===== src/rtl/prog_run_sequencer.sv =====
// Start/done sequencer for the single-cycle core: clears the core, loads the entry PC,
// runs until halt (or watchdog expiry), drains in-flight writes and holds done until the next start.
module prog_run_sequencer #(
   parameter int unsigned PC_W      = 10,
   parameter int unsigned START0    = 0,
   parameter int unsigned START1    = 256,
   parameter int unsigned START2    = 512,
   parameter int unsigned DRAIN_CYC = 2,
   parameter int unsigned MAX_CYC   = 50000
) (
   input  logic            clk,
   input  logic            reset,
   input  logic            start,
   input  logic [1:0]      prog_sel,
   input  logic            halt,
   output logic            core_clr,
   output logic            pc_load,
   output logic [PC_W-1:0] pc_init,
   output logic            core_en,
   output logic            busy,
   output logic            done,
   output logic            timeout,
   output logic            bad_sel,
   output logic [31:0]     run_cycles
);

   typedef enum logic [2:0] {
      IDLE,
      CLEAR,
      RUN,
      DRAIN,
      DONE
   } state_t;

   state_t            state_q;
   logic [2:0]        drainCnt_q;
   logic [PC_W-1:0]   entryPc_d;
   logic [31:0]       runCycles_d;

   // Entry address for the selected program; selection 3 never reaches CLEAR.
   always_comb begin
      entryPc_d = PC_W'(START0);
      case (prog_sel)
         2'd1:    entryPc_d = PC_W'(START1);
         2'd2:    entryPc_d = PC_W'(START2);
         default: entryPc_d = PC_W'(START0);
      endcase
   end

   // Saturating run counter increment; the count includes the cycle being retired.
   always_comb begin
      runCycles_d = (run_cycles == 32'hFFFF_FFFF) ? run_cycles : run_cycles + 32'd1;
   end

   // Single sequencer FSM; every output is a register so start/halt never reach outputs combinationally.
   always_ff @(posedge clk) begin
      if (reset) begin
         state_q    <= IDLE;
         drainCnt_q <= 3'd0;
         core_clr   <= 1'b0;
         pc_load    <= 1'b0;
         pc_init    <= '0;
         core_en    <= 1'b0;
         busy       <= 1'b0;
         done       <= 1'b0;
         timeout    <= 1'b0;
         bad_sel    <= 1'b0;
         run_cycles <= 32'd0;
      end else begin
         core_clr <= 1'b0;
         pc_load  <= 1'b0;
         case (state_q)
            IDLE, DONE: begin
               if (start) begin
                  timeout    <= 1'b0;
                  run_cycles <= 32'd0;
                  if (prog_sel == 2'd3) begin
                     state_q <= DONE;
                     done    <= 1'b1;
                     bad_sel <= 1'b1;
                     busy    <= 1'b0;
                  end else begin
                     state_q  <= CLEAR;
                     done     <= 1'b0;
                     bad_sel  <= 1'b0;
                     busy     <= 1'b1;
                     core_clr <= 1'b1;
                     pc_load  <= 1'b1;
                     pc_init  <= entryPc_d;
                  end
               end
            end
            CLEAR: begin
               state_q <= RUN;
               core_en <= 1'b1;
            end
            RUN: begin
               run_cycles <= runCycles_d;
               // A halt in the final watchdog cycle still counts as a normal finish.
               if (halt) begin
                  state_q    <= DRAIN;
                  core_en    <= 1'b0;
                  drainCnt_q <= 3'(DRAIN_CYC - 1);
               end else if (runCycles_d >= 32'(MAX_CYC)) begin
                  state_q <= DONE;
                  core_en <= 1'b0;
                  busy    <= 1'b0;
                  done    <= 1'b1;
                  timeout <= 1'b1;
               end
            end
            DRAIN: begin
               if (drainCnt_q == 3'd0) begin
                  state_q <= DONE;
                  busy    <= 1'b0;
                  done    <= 1'b1;
               end else begin
                  drainCnt_q <= drainCnt_q - 3'd1;
               end
            end
            default: begin
               state_q <= IDLE;
               core_en <= 1'b0;
               busy    <= 1'b0;
            end
         endcase
      end
   end

endmodule

===== config.mk =====
export PLATFORM = sky130hd
export DESIGN_NAME = prog_run_sequencer
export DESIGN_NICKNAME = d
export VERILOG_FILES = /design/src/rtl/prog_run_sequencer.sv
export SDC_FILE = /design/constraint.sdc
export NUM_CORES = 1
export LEC_CHECK = 0
export BUFFER_PORTS_ARGS = -buffer_cell sky130_fd_sc_hd__clkbuf_2
export CORE_ASPECT_RATIO = 1.5
export CORE_MARGIN = 2
export CORE_UTILIZATION = 30
export DETAILED_ROUTE_END_ITERATION = 6
export HOLD_SLACK_MARGIN = 0.12
export PLACE_DENSITY = 0.47
export SLEW_MARGIN = 40
export SYNTH_ARGS = -nofsm -noshare
export SYNTH_HDL_FRONTEND = slang
export SYNTH_SLANG_ARGS = --single-unit

===== constraint.sdc =====
create_clock -name clk -period 3.1 [get_ports clk]
set_input_delay 0.31 -clock clk [delete_from_list [all_inputs] [get_ports clk]]
set_output_delay 0.31 -clock clk [all_outputs]
set_load 0.005 [all_outputs]

==> results of run 1 <==
## synthesized netlist by cell type, types with 9 or more instances
master / number / area share [%]
nor2_1: 53 / 6.5
nand2_1: 47 / 5.8
dfxtp_1: 46 / 30
a21oi_1: 38 / 6.2
clkbuf_1: 27 / 3.3
o21ai_0: 20 / 3.3
nand3_1: 16 / 2.6
a31oi_1: 13 / 2.7
nor3_1: 13 / 2.1
a311oi_1: 12 / 3.4
nand4_1: 11 / 2.3
buf_4: 10 / 2.5
nor4_1: 10 / 2.0
a211oi_1: 9 / 2.2
inv_1: 9 / 1.1
## state kept, by name (all words and copies together), names as in the netlist
signal,count
pc_load,1
drainCnt_q,3
core_en,1
done,1
bad_sel,1
state_q,3
timeout,1
run_cycles,32
busy,1
pc_init,2
## power groups by stage
| stage | logic (mW) | clock network (mW) | registers (mW) |
|---|---|---|---|
| final | 0.597 | 0.633 | 0.674 |
| after global routing | 0.658 | 0.670 | 0.680 |
| after CTS | 0.594 | 0.648 | 0.673 |
| after detailed placement | 0.592 | 0 | 0.687 |
| after global placement | 0.593 | 0 | 0.687 |
| after floorplan | 0.377 | 0 | 0.675 |
## metal layers
layer | up-vias | share of wire, %
li1 | 1687 | -
met1 | 1630 | 39
met2 | 100 | 53
met4 | 0 | 2.9
met5 | - | 0
met3 | 20 | 4.5
## cells by family after synthesis
logic type	count (synthesis)
AOI/OAI and AO/OA	114
muxes	4
other	1
and+or+nand+nor	194
buffers and inverters	51
adders and majority gates	3
DFF	46
xor gates and xnor gates	8
## what timing repair did
item | 4_1_cts | 5_1_grt
buffers inserted | 0 | 0
resized for setup | 0 | 5
endpoints found under the hold margin | 0 | 0
endpoints found under the setup margin | 0 | 6
## final cells by class
class                           count  area, µm²
Clock buffer                        5        125
Timing Repair Buffer               97        613
Fill cell                        1078       6180
Clock inverter                      3       45.0
Sequential cell                    46        921
Multi-Input combinational cell    331       1960
Tap cell                          117        146
Inverter                            9       33.8
## worst paths after layout
kind	from	to	slack (ns)	cells after the start
setup / recovery	run_cycles[12]$_SDFFE_PP0P_	core_en$_SDFFE_PP0P_	0.18	8
hold / removal	halt	drainCnt_q[2]$_SDFFE_PP0P_	0.32	2
setup reg to reg	run_cycles[12]$_SDFFE_PP0P_	core_en$_SDFFE_PP0P_	0.18	8
hold reg to reg	drainCnt_q[1]$_SDFFE_PP0P_	drainCnt_q[1]$_SDFFE_PP0P_	0.46	2
==> out/metrics.yaml, run 1 <==
drt:
  vias: 3437
  detail-route-antenna-nets: 0
  drtPass1Iterations: 4
  drc: 0
  wl_per_cell_um: 17.5
  dr.first_iter.drc_count: 190
  vias_per_cell: 5.65
  wl_um: 10700
clock_network:
  clockBufferDepth: 2
  clk_pin_slew_worst_paths_ns: 0.07
  numCtsBuffers: 5
  htreeDepth: 2
  cts_hold_buf: 0
  clock_latency_ns: 0.30
  clockRootBuffer: "clkbuf_16"
  clock_sinks: 46
  tritoncts: "built"
sta:
  skew_ns: 0.00514
  grt_setup_unrepaired: "no"
  fin_ws_ns: 0.178
  fmax_ghz: 0.342
  period_share_pct: 94.2
  setup_viol: 0
  worstMarginPinSlew_ns: 0.596
  slew_headroom_pct: 60.2
  finalSetupTns_ns: 0
  timing.hold.ws_ns: 0.319
  fin_crit_ns: 2.92
  drv_slew: 0
  hold_violations: 0
logic_synthesis:
  synth_compound_area_share_pct: 23.7
  synth_seq_cells: 46
  synth_top_family_by_area: "simple AND/OR/NAND/NOR gates"
  synth_adder_area_share_pct: 1.23
  yosys.area_share.simple_pct: 33.4
  syn_inst: 421
  synthMuxAreaShare_pct: 1.39
  synthXorXnorAreaFrac_pct: 2.29
  synth_area_mm2: 0.00306
  synth_edf_count: 0
  async_flop_share_pct: 0
  synth_flop_cell: "dfxtp_1"
  syn_avg_cell_area_um2: 7.26
  synth_cell_types: 53
  synth_seq_area_share_pct: 30.1
  yosysWarnings: 0
floorplan:
  core-area_mm2: 0.0100
  die_w_um: 86.4
  start_util_pct: 30.5
  dieArea_mm2: 0.0110
  io_pins: 55
  fp.dieH_um: 128
  fp-row-count: 45
pwr:
  pwr-share-clk_pct: 33.3
  cellLeakagePower_nw: 1.48
  swShare_pct: 36.8
  p_switching_uw: 701
  combPwrFrac_pct: 31.3
  power_density_mw_per_mm2: 496
  ir_worst_vdd_mv: 0.191
  internal_power_mw: 1.20
  power.total_mw: 1.90
  pwr-share-seq_pct: 35.4
cells_and_area:
  layout-drive-gt1-share_pct: 24.8
  mostFrequentLayoutCells: "nor2_1, buf_4, nand2_1, dfxtp_1, clkbuf_2"
  layout.nets: 499
  design_area_mm2: 0.00384
  final_common_cell: "nor2_1"
  utilization_pct: 38.3
  syn2layout_area_growth_pct: 25.7
  n_antenna_cell: 0
  final_cells: 608
run:
  drv_cap: 0
setup_path:
  critPathSlowestCell: "dfxtp_1"
  crit_path_max_incr_delay_ns: 0.52
  worst-path-buf-inv: 0
  critPathRequiredTime_ns: 3.35
  crit_type: "register to register"
  path_delay_family: "simple AND/OR/NAND/NOR gates"
  worstPathArrival_ns: 3.17
  startpoint_type: "register"
  critPathMaxFanout: 9
  end_kind: "register"
  crit_chain: "nand3_1 > or4_4 > nor4_4 > a21oi_1 > or4_1 > nor4_1 > and3_2 > a41o_1"
global_route:
  globalRouteMet3Util_pct: 2.52
  met2_usage_pct: 36.3
  grt_pass1_vias: 3301
  antenna_found_initial: 0
  grt_start_max_net_pins: 25
  gr-usage-met1_pct: 22.5
  grt_pass1_wl_um: 17200
  grt_usage_pct: 19.7
  overflow: 0
  busiest_layer: "met2"
place:
  dp_worst_setup_slack_ns: 0.0820
  place_area_mm2: 0.00364
  gp_congestion: 0.903
  dp_cells: 600
  port_buffers: 46
  dpl.hpwl_um: 7920
outcome:
  status: "complete, no violations"
worst_hold_path:
  min_path_type: "input port to register"
Note: power is estimated with default switching activity, not from simulation.
==> run 2: changes to the inputs <==
- CTS_BUF_LIST: not set -> sky130_fd_sc_hd__clkbuf_8
==> run 2 against run 1 <==
Worst hold slack got worse by 0.026 ns. First-iteration DRC count rose by 23%. Sequential cell count did not move. Global-route usage fell by 0.15 points. Clock skew rose by 0.0072 ns. Design area fell by 1.3%. Power fell by 8.3%. Utilization fell by 0.51 points. Wire length fell by 0.34%. Clock power fell by 24%. Clock-buffer cell count did not move. Highest routed layer unchanged.
==> out/metrics.yaml, run 2 (synthesis gave the netlist of run 1 again) <==
outcome:
  status: "complete, no violations"  # unchanged
global_route:
  globalRouteMet3Util_pct: 2.39  # was 2.52%
  overflow: 0  # unchanged
  gr-usage-met1_pct: 22.8  # was 22.5%
  busiest_layer: "met2"  # unchanged
  met2_usage_pct: 36.2  # was 36.3%
  grt_pass1_wl_um: 17100  # was 17200 µm
  grt_usage_pct: 19.6  # was 19.7%
  grt_start_max_net_pins: 25  # unchanged
  antenna_found_initial: 0  # unchanged
  grt_pass1_vias: 3284  # was 3301
setup_path:
  critPathMaxFanout: 9  # unchanged
  critPathRequiredTime_ns: 3.37  # was 3.35 ns
  end_kind: "register"  # unchanged
  crit_type: "register to register"  # unchanged
  worstPathArrival_ns: 3.20  # was 3.17 ns
  startpoint_type: "register"  # unchanged
sta:
  hold_violations: 0  # unchanged
  period_share_pct: 94.6  # was 94.2%
  fin_crit_ns: 2.93  # was 2.92 ns
  skew_ns: 0.0123  # was 0.00514 ns
  worstMarginPinSlew_ns: 0.588  # was 0.596 ns
  fmax_ghz: 0.341  # was 0.342 GHz
  slew_headroom_pct: 60.7  # was 60.2%
  drv_slew: 0  # unchanged
  setup_viol: 0  # unchanged
  timing.hold.ws_ns: 0.293  # was 0.319 ns
  finalSetupTns_ns: 0  # unchanged
  fin_ws_ns: 0.169  # was 0.178 ns
  grt_setup_unrepaired: "no"  # unchanged
cells_and_area:
  mostFrequentLayoutCells: "nor2_1, buf_4, nand2_1, dfxtp_1, clkbuf_2"  # unchanged
  layout-drive-gt1-share_pct: 25.1  # was 24.8%
  layout.nets: 499  # unchanged
  syn2layout_area_growth_pct: 24.0  # was 25.7%
  n_antenna_cell: 0  # unchanged
  largest_reg_flops: 32  # unchanged
  reg.largest.list: "run_cycles x32, drainCnt_q x3, state_q x3"  # unchanged
  final_cells: 608  # unchanged
  largest-register: "run_cycles"  # unchanged
  final_common_cell: "nor2_1"  # unchanged
drt:
  drc: 0  # unchanged
  vias_per_cell: 5.69  # was 5.65
  drtPass1Iterations: 5  # was 4
  wl_per_cell_um: 17.5  # about the same
  wl_um: 10600  # was 10700 µm
  dr.first_iter.drc_count: 234  # was 190
  detail-route-antenna-nets: 0  # unchanged
  vias: 3459  # was 3437
floorplan:
  fp-row-count: 45  # unchanged
  start_util_pct: 30.5  # unchanged
  die_w_um: 86.4  # unchanged
  dieArea_mm2: 0.0110  # unchanged
  io_pins: 55  # unchanged
  fp.dieH_um: 128  # unchanged
  core-area_mm2: 0.0100  # unchanged
clock_network:
  clk_pin_slew_worst_paths_ns: 0.10  # was 0.07 ns
  clock_latency_ns: 0.32  # was 0.30 ns
  cts-resized-gates: 0  # unchanged
  numCtsBuffers: 5  # unchanged
  htreeDepth: 2  # unchanged
  clock_sinks: 46  # unchanged
  clockBufferDepth: 2  # unchanged
  cts_hold_buf: 0  # unchanged
  tritoncts: "built"  # unchanged
  clockRootBuffer: "clkbuf_8"  # was clkbuf_16
  cts_setup_buffers: 0  # unchanged
pwr:
  cellLeakagePower_nw: 1.46  # was 1.48 nW
  power_density_mw_per_mm2: 461  # was 496 mW/mm²
  ir_worst_vdd_mv: 0.158  # was 0.191 mV
worst_hold_path:
  min_path_type: "input port to register"  # unchanged
place:
  dp_worst_setup_slack_ns: 0.0820  # unchanged
  dpl.hpwl_um: 7920  # unchanged
  gp_congestion: 0.903  # unchanged
  port_buffers: 46  # unchanged
  dp_cells: 600  # unchanged
run:
  drv_cap: 0  # unchanged
run 2: area by class of cell:
cell class                 instances  area (µm²)
fill                            1086        6230
multi-input combinational        331        1960
sequential                        46         921
timing repair buffer              97         613
tap                              117         146
clock buffer                       5        68.8
clock inverter                     3        45.0
inverter                           9        33.8
run 2: routing by layer:
metal | share of wire [%] | vias up | routed length [µm]
met5 | 0 | - | 0
met4 | 2.8 | 0 | 302
met3 | 4.0 | 20 | 429
met2 | 53 | 106 | 5640
met1 | 40 | 1651 | 4250
li1 | - | 1682 | -
run 2: critical path: stages (launching register included):
cell     delay, ns
dfxtp_1       0.53
nand3_1       0.24
or4_4         0.50
nor4_4        0.24
a21oi_1       0.12
or4_1         0.51
nor4_1        0.27
and3_2        0.30
a41o_1        0.18
run 2: power breakdown:
part	switching, mW	leakage [nW]	internal (mW)
registers	0.0444	0.372	0.630
logic	0.400	1.04	0.193
clock network	0.238	0.0504	0.240
run 2: through the flow:
step / instance area, µm² / util (%) / power [mW]
CTS: 3760 / 37.5 / 1.76
global route: 3790 / 37.8 / 1.85
global placement: 3640 / 36.4 / 1.28
finish: 3790 / 37.8 / 1.75
detailed placement: 3640 / 36.4 / 1.28
floorplan: 3080 / - / 1.05
run 2: worst paths after layout:
path	startpoint	endpoint	slack [ns]	cells after the start
worst max-delay path	run_cycles[12]$_SDFFE_PP0P_	core_en$_SDFFE_PP0P_	0.17	8
worst min-delay path	halt	drainCnt_q[2]$_SDFFE_PP0P_	0.29	2
worst min register to register	drainCnt_q[1]$_SDFFE_PP0P_	drainCnt_q[1]$_SDFFE_PP0P_	0.46	2
worst max register to register	run_cycles[12]$_SDFFE_PP0P_	core_en$_SDFFE_PP0P_	0.17	8
==> run 3: changes to the inputs <==
==> constraint.sdc (replaced) <==
create_clock -name clk -period 3.1 [get_ports clk]
set_input_delay 0.62 -clock clk [delete_from_list [all_inputs] [get_ports clk]]
set_output_delay 0.62 -clock clk [all_outputs]
set_load 0.005 [all_outputs]
==> run 3 against run 2 <==
Worst hold slack improved by 0.17 ns. Register-to-register slack improved by 0.04 ns. Worst setup slack improved by 0.044 ns. Sequential cell count did not move. Power fell by 1.8%. Design area barely moved. Wire length fell by 2.3%. First-iteration DRC count fell by 50%. Global-route usage fell by 0.17 points. Non-clock buffer count rose by 3. Final cell count rose by 0.49%.
==> out/metrics.yaml, run 3 (synthesis gave the netlist of run 1 again) <==
cells_and_area:
  n_antenna_cell: 0  # unchanged
  utilization_pct: 37.9  # was 37.8%
  mostFrequentLayoutCells: "buf_4, nor2_1, nand2_1, clkbuf_2, dfxtp_1"  # was nor2_1, buf_4, nand2_1, dfxtp_1, clkbuf_2
  final_common_cell: "buf_4"  # was nor2_1
  layout-drive-gt1-share_pct: 25.3  # was 25.1%
  largest_reg_flops: 32  # unchanged
  syn2layout_area_growth_pct: 24.1  # was 24.0%
  reg.largest.list: "run_cycles x32, drainCnt_q x3, state_q x3"  # unchanged
  layout.nets: 502  # was 499
  largest-register: "run_cycles"  # unchanged
  final_cells: 611  # was 608
  nFillCells: 1106  # was 1086
worst_hold_path:
  min_path_type: "register to register"  # was input port to register
floorplan:
  start_util_pct: 30.5  # unchanged
  fp-row-count: 45  # unchanged
  die_w_um: 86.4  # unchanged
  io_pins: 55  # unchanged
  fp.dieH_um: 128  # unchanged
  dieArea_mm2: 0.0110  # unchanged
  core-area_mm2: 0.0100  # unchanged
sta:
  drv_slew: 0  # unchanged
  finalSetupTns_ns: 0  # unchanged
  fin_ws_ns: 0.213  # was 0.169 ns
  period_share_pct: 93.1  # was 94.6%
  fmax_ghz: 0.346  # was 0.341 GHz
  slew_headroom_pct: 65.2  # was 60.7%
  hold_violations: 0  # unchanged
  skew_ns: 0.00805  # was 0.0123 ns
  fin_crit_ns: 2.89  # was 2.93 ns
  grt_setup_unrepaired: "no"  # unchanged
  worstMarginPinSlew_ns: 0.521  # was 0.588 ns
  setup_viol: 0  # unchanged
clock_network:
  clock_latency_ns: 0.32  # about the same
  cts_hold_buf: 0  # unchanged
  clk_pin_slew_worst_paths_ns: 0.09  # was 0.10 ns
  cts_setup_buffers: 0  # unchanged
  numCtsBuffers: 5  # unchanged
  htreeDepth: 2  # unchanged
  clock_sinks: 46  # unchanged
  clockBufferDepth: 2  # unchanged
  tritoncts: "built"  # unchanged
  clockRootBuffer: "clkbuf_8"  # unchanged
global_route:
  grt_pass1_wl_um: 16800  # was 17100 µm
  antenna_found_initial: 0  # unchanged
  overflow: 0  # unchanged
  grt_start_max_net_pins: 25  # unchanged
  grt_pass1_vias: 3286  # was 3284
  grt_usage_pct: 19.4  # was 19.6%
pwr:
  power_density_mw_per_mm2: 452  # was 461 mW/mm²
  cellLeakagePower_nw: 1.47  # was 1.46 nW
  ir_worst_vdd_mv: 0.169  # was 0.158 mV
drt:
  wl_per_cell_um: 17.0  # was 17.5 µm
  dr.first_iter.drc_count: 118  # was 234
  detail-route-antenna-nets: 0  # unchanged
  vias: 3401  # was 3459
  drc: 0  # unchanged
  vias_per_cell: 5.57  # was 5.69
  drtPass1Iterations: 4  # was 5
  wl_um: 10400  # was 10600 µm
place:
  dp_cells: 603  # was 600
  dp_worst_setup_slack_ns: 0.000632  # was 0.0820 ns
  port_buffers: 46  # unchanged
  dpl.hpwl_um: 7880  # was 7920 µm
  gp_congestion: 0.930  # was 0.903
setup_path:
  worstPathArrival_ns: 3.16  # was 3.20 ns
  critPathRequiredTime_ns: 3.37  # about the same
  crit_type: "register to register"  # unchanged
  critPathMaxFanout: 6  # was 9
  startpoint_type: "register"  # unchanged
  end_kind: "register"  # unchanged
run:
  drv_cap: 0  # unchanged
outcome:
  status: "complete, no violations"  # unchanged
-- run 3: metrics by stage --
stage	cell area [µm²]	power, mW	hold slack [ns]
after global routing	3790	1.84	0.492
final	3790	1.71	0.462
after detailed placement	3670	1.27	0.453
after global placement	3670	1.27	0.448
after CTS	3780	1.74	0.466
after floorplan	3080	1.05	0.432
-- run 3: final timing paths --
| kind | cells after the start | end | from | slack (ns) |
|---|---|---|---|---|
| setup / recovery | 9 | state_q[1]$_SDFFE_PP0P_ | run_cycles[0]$_SDFFE_PP0P_ | 0.21 |
| hold / removal | 2 | drainCnt_q[1]$_SDFFE_PP0P_ | drainCnt_q[1]$_SDFFE_PP0P_ | 0.46 |
| setup reg to reg | 9 | state_q[1]$_SDFFE_PP0P_ | run_cycles[0]$_SDFFE_PP0P_ | 0.21 |
| hold reg to reg | 2 | drainCnt_q[1]$_SDFFE_PP0P_ | drainCnt_q[1]$_SDFFE_PP0P_ | 0.46 |
-- run 3: where the power goes --
group | switching [mW] | leakage, nW | internal [mW]
sequential | 0.0445 | 0.373 | 0.630
clock | 0.225 | 0.0579 | 0.238
combinational | 0.383 | 1.04 | 0.194
total | 0.653 | 1.47 | 1.06
-- run 3: cell type report --
| cell class | count | area (µm²) | share of cell area (%) |
|---|---|---|---|
| Multi-Input combinational cell | 331 | 1950 | 51.3 |
| Sequential cell | 46 | 922 | 24.3 |
| Timing Repair Buffer | 100 | 636 | 16.8 |
| Tap cell | 117 | 146 | 3.86 |
| Clock buffer | 5 | 68.8 | 1.81 |
| Clock inverter | 3 | 40.0 | 1.06 |
| Inverter | 9 | 33.8 | 0.891 |
-- run 3: critical path, cell delays in order (launching register included) --
cell     delay, ns
dfxtp_1       0.34
ha_1          0.19
nand3_1       0.12
or4_4         0.57
nor3_1        0.29
a21oi_1       0.10
or4_1         0.50
nor4_2        0.29
and3_4        0.26
a41o_1        0.17
-- run 3: per-layer routing --
layer	global-route usage, %	wire length, µm	vias to the layer above
li1	-	-	1678
met1	22.3	4190	1610
met2	35.1	5490	99
met3	3.10	436	14
met4	7.81	255	0
met5	0	0	-
-- run 3: timing repair --
item | in CTS | in global routing
gates cloned | 0 | 0
pin swaps | 0 | 2
endpoints found under the hold margin | 0 | 0
resized for setup | 1 | 4
setup endpoints to repair | 5 | 6
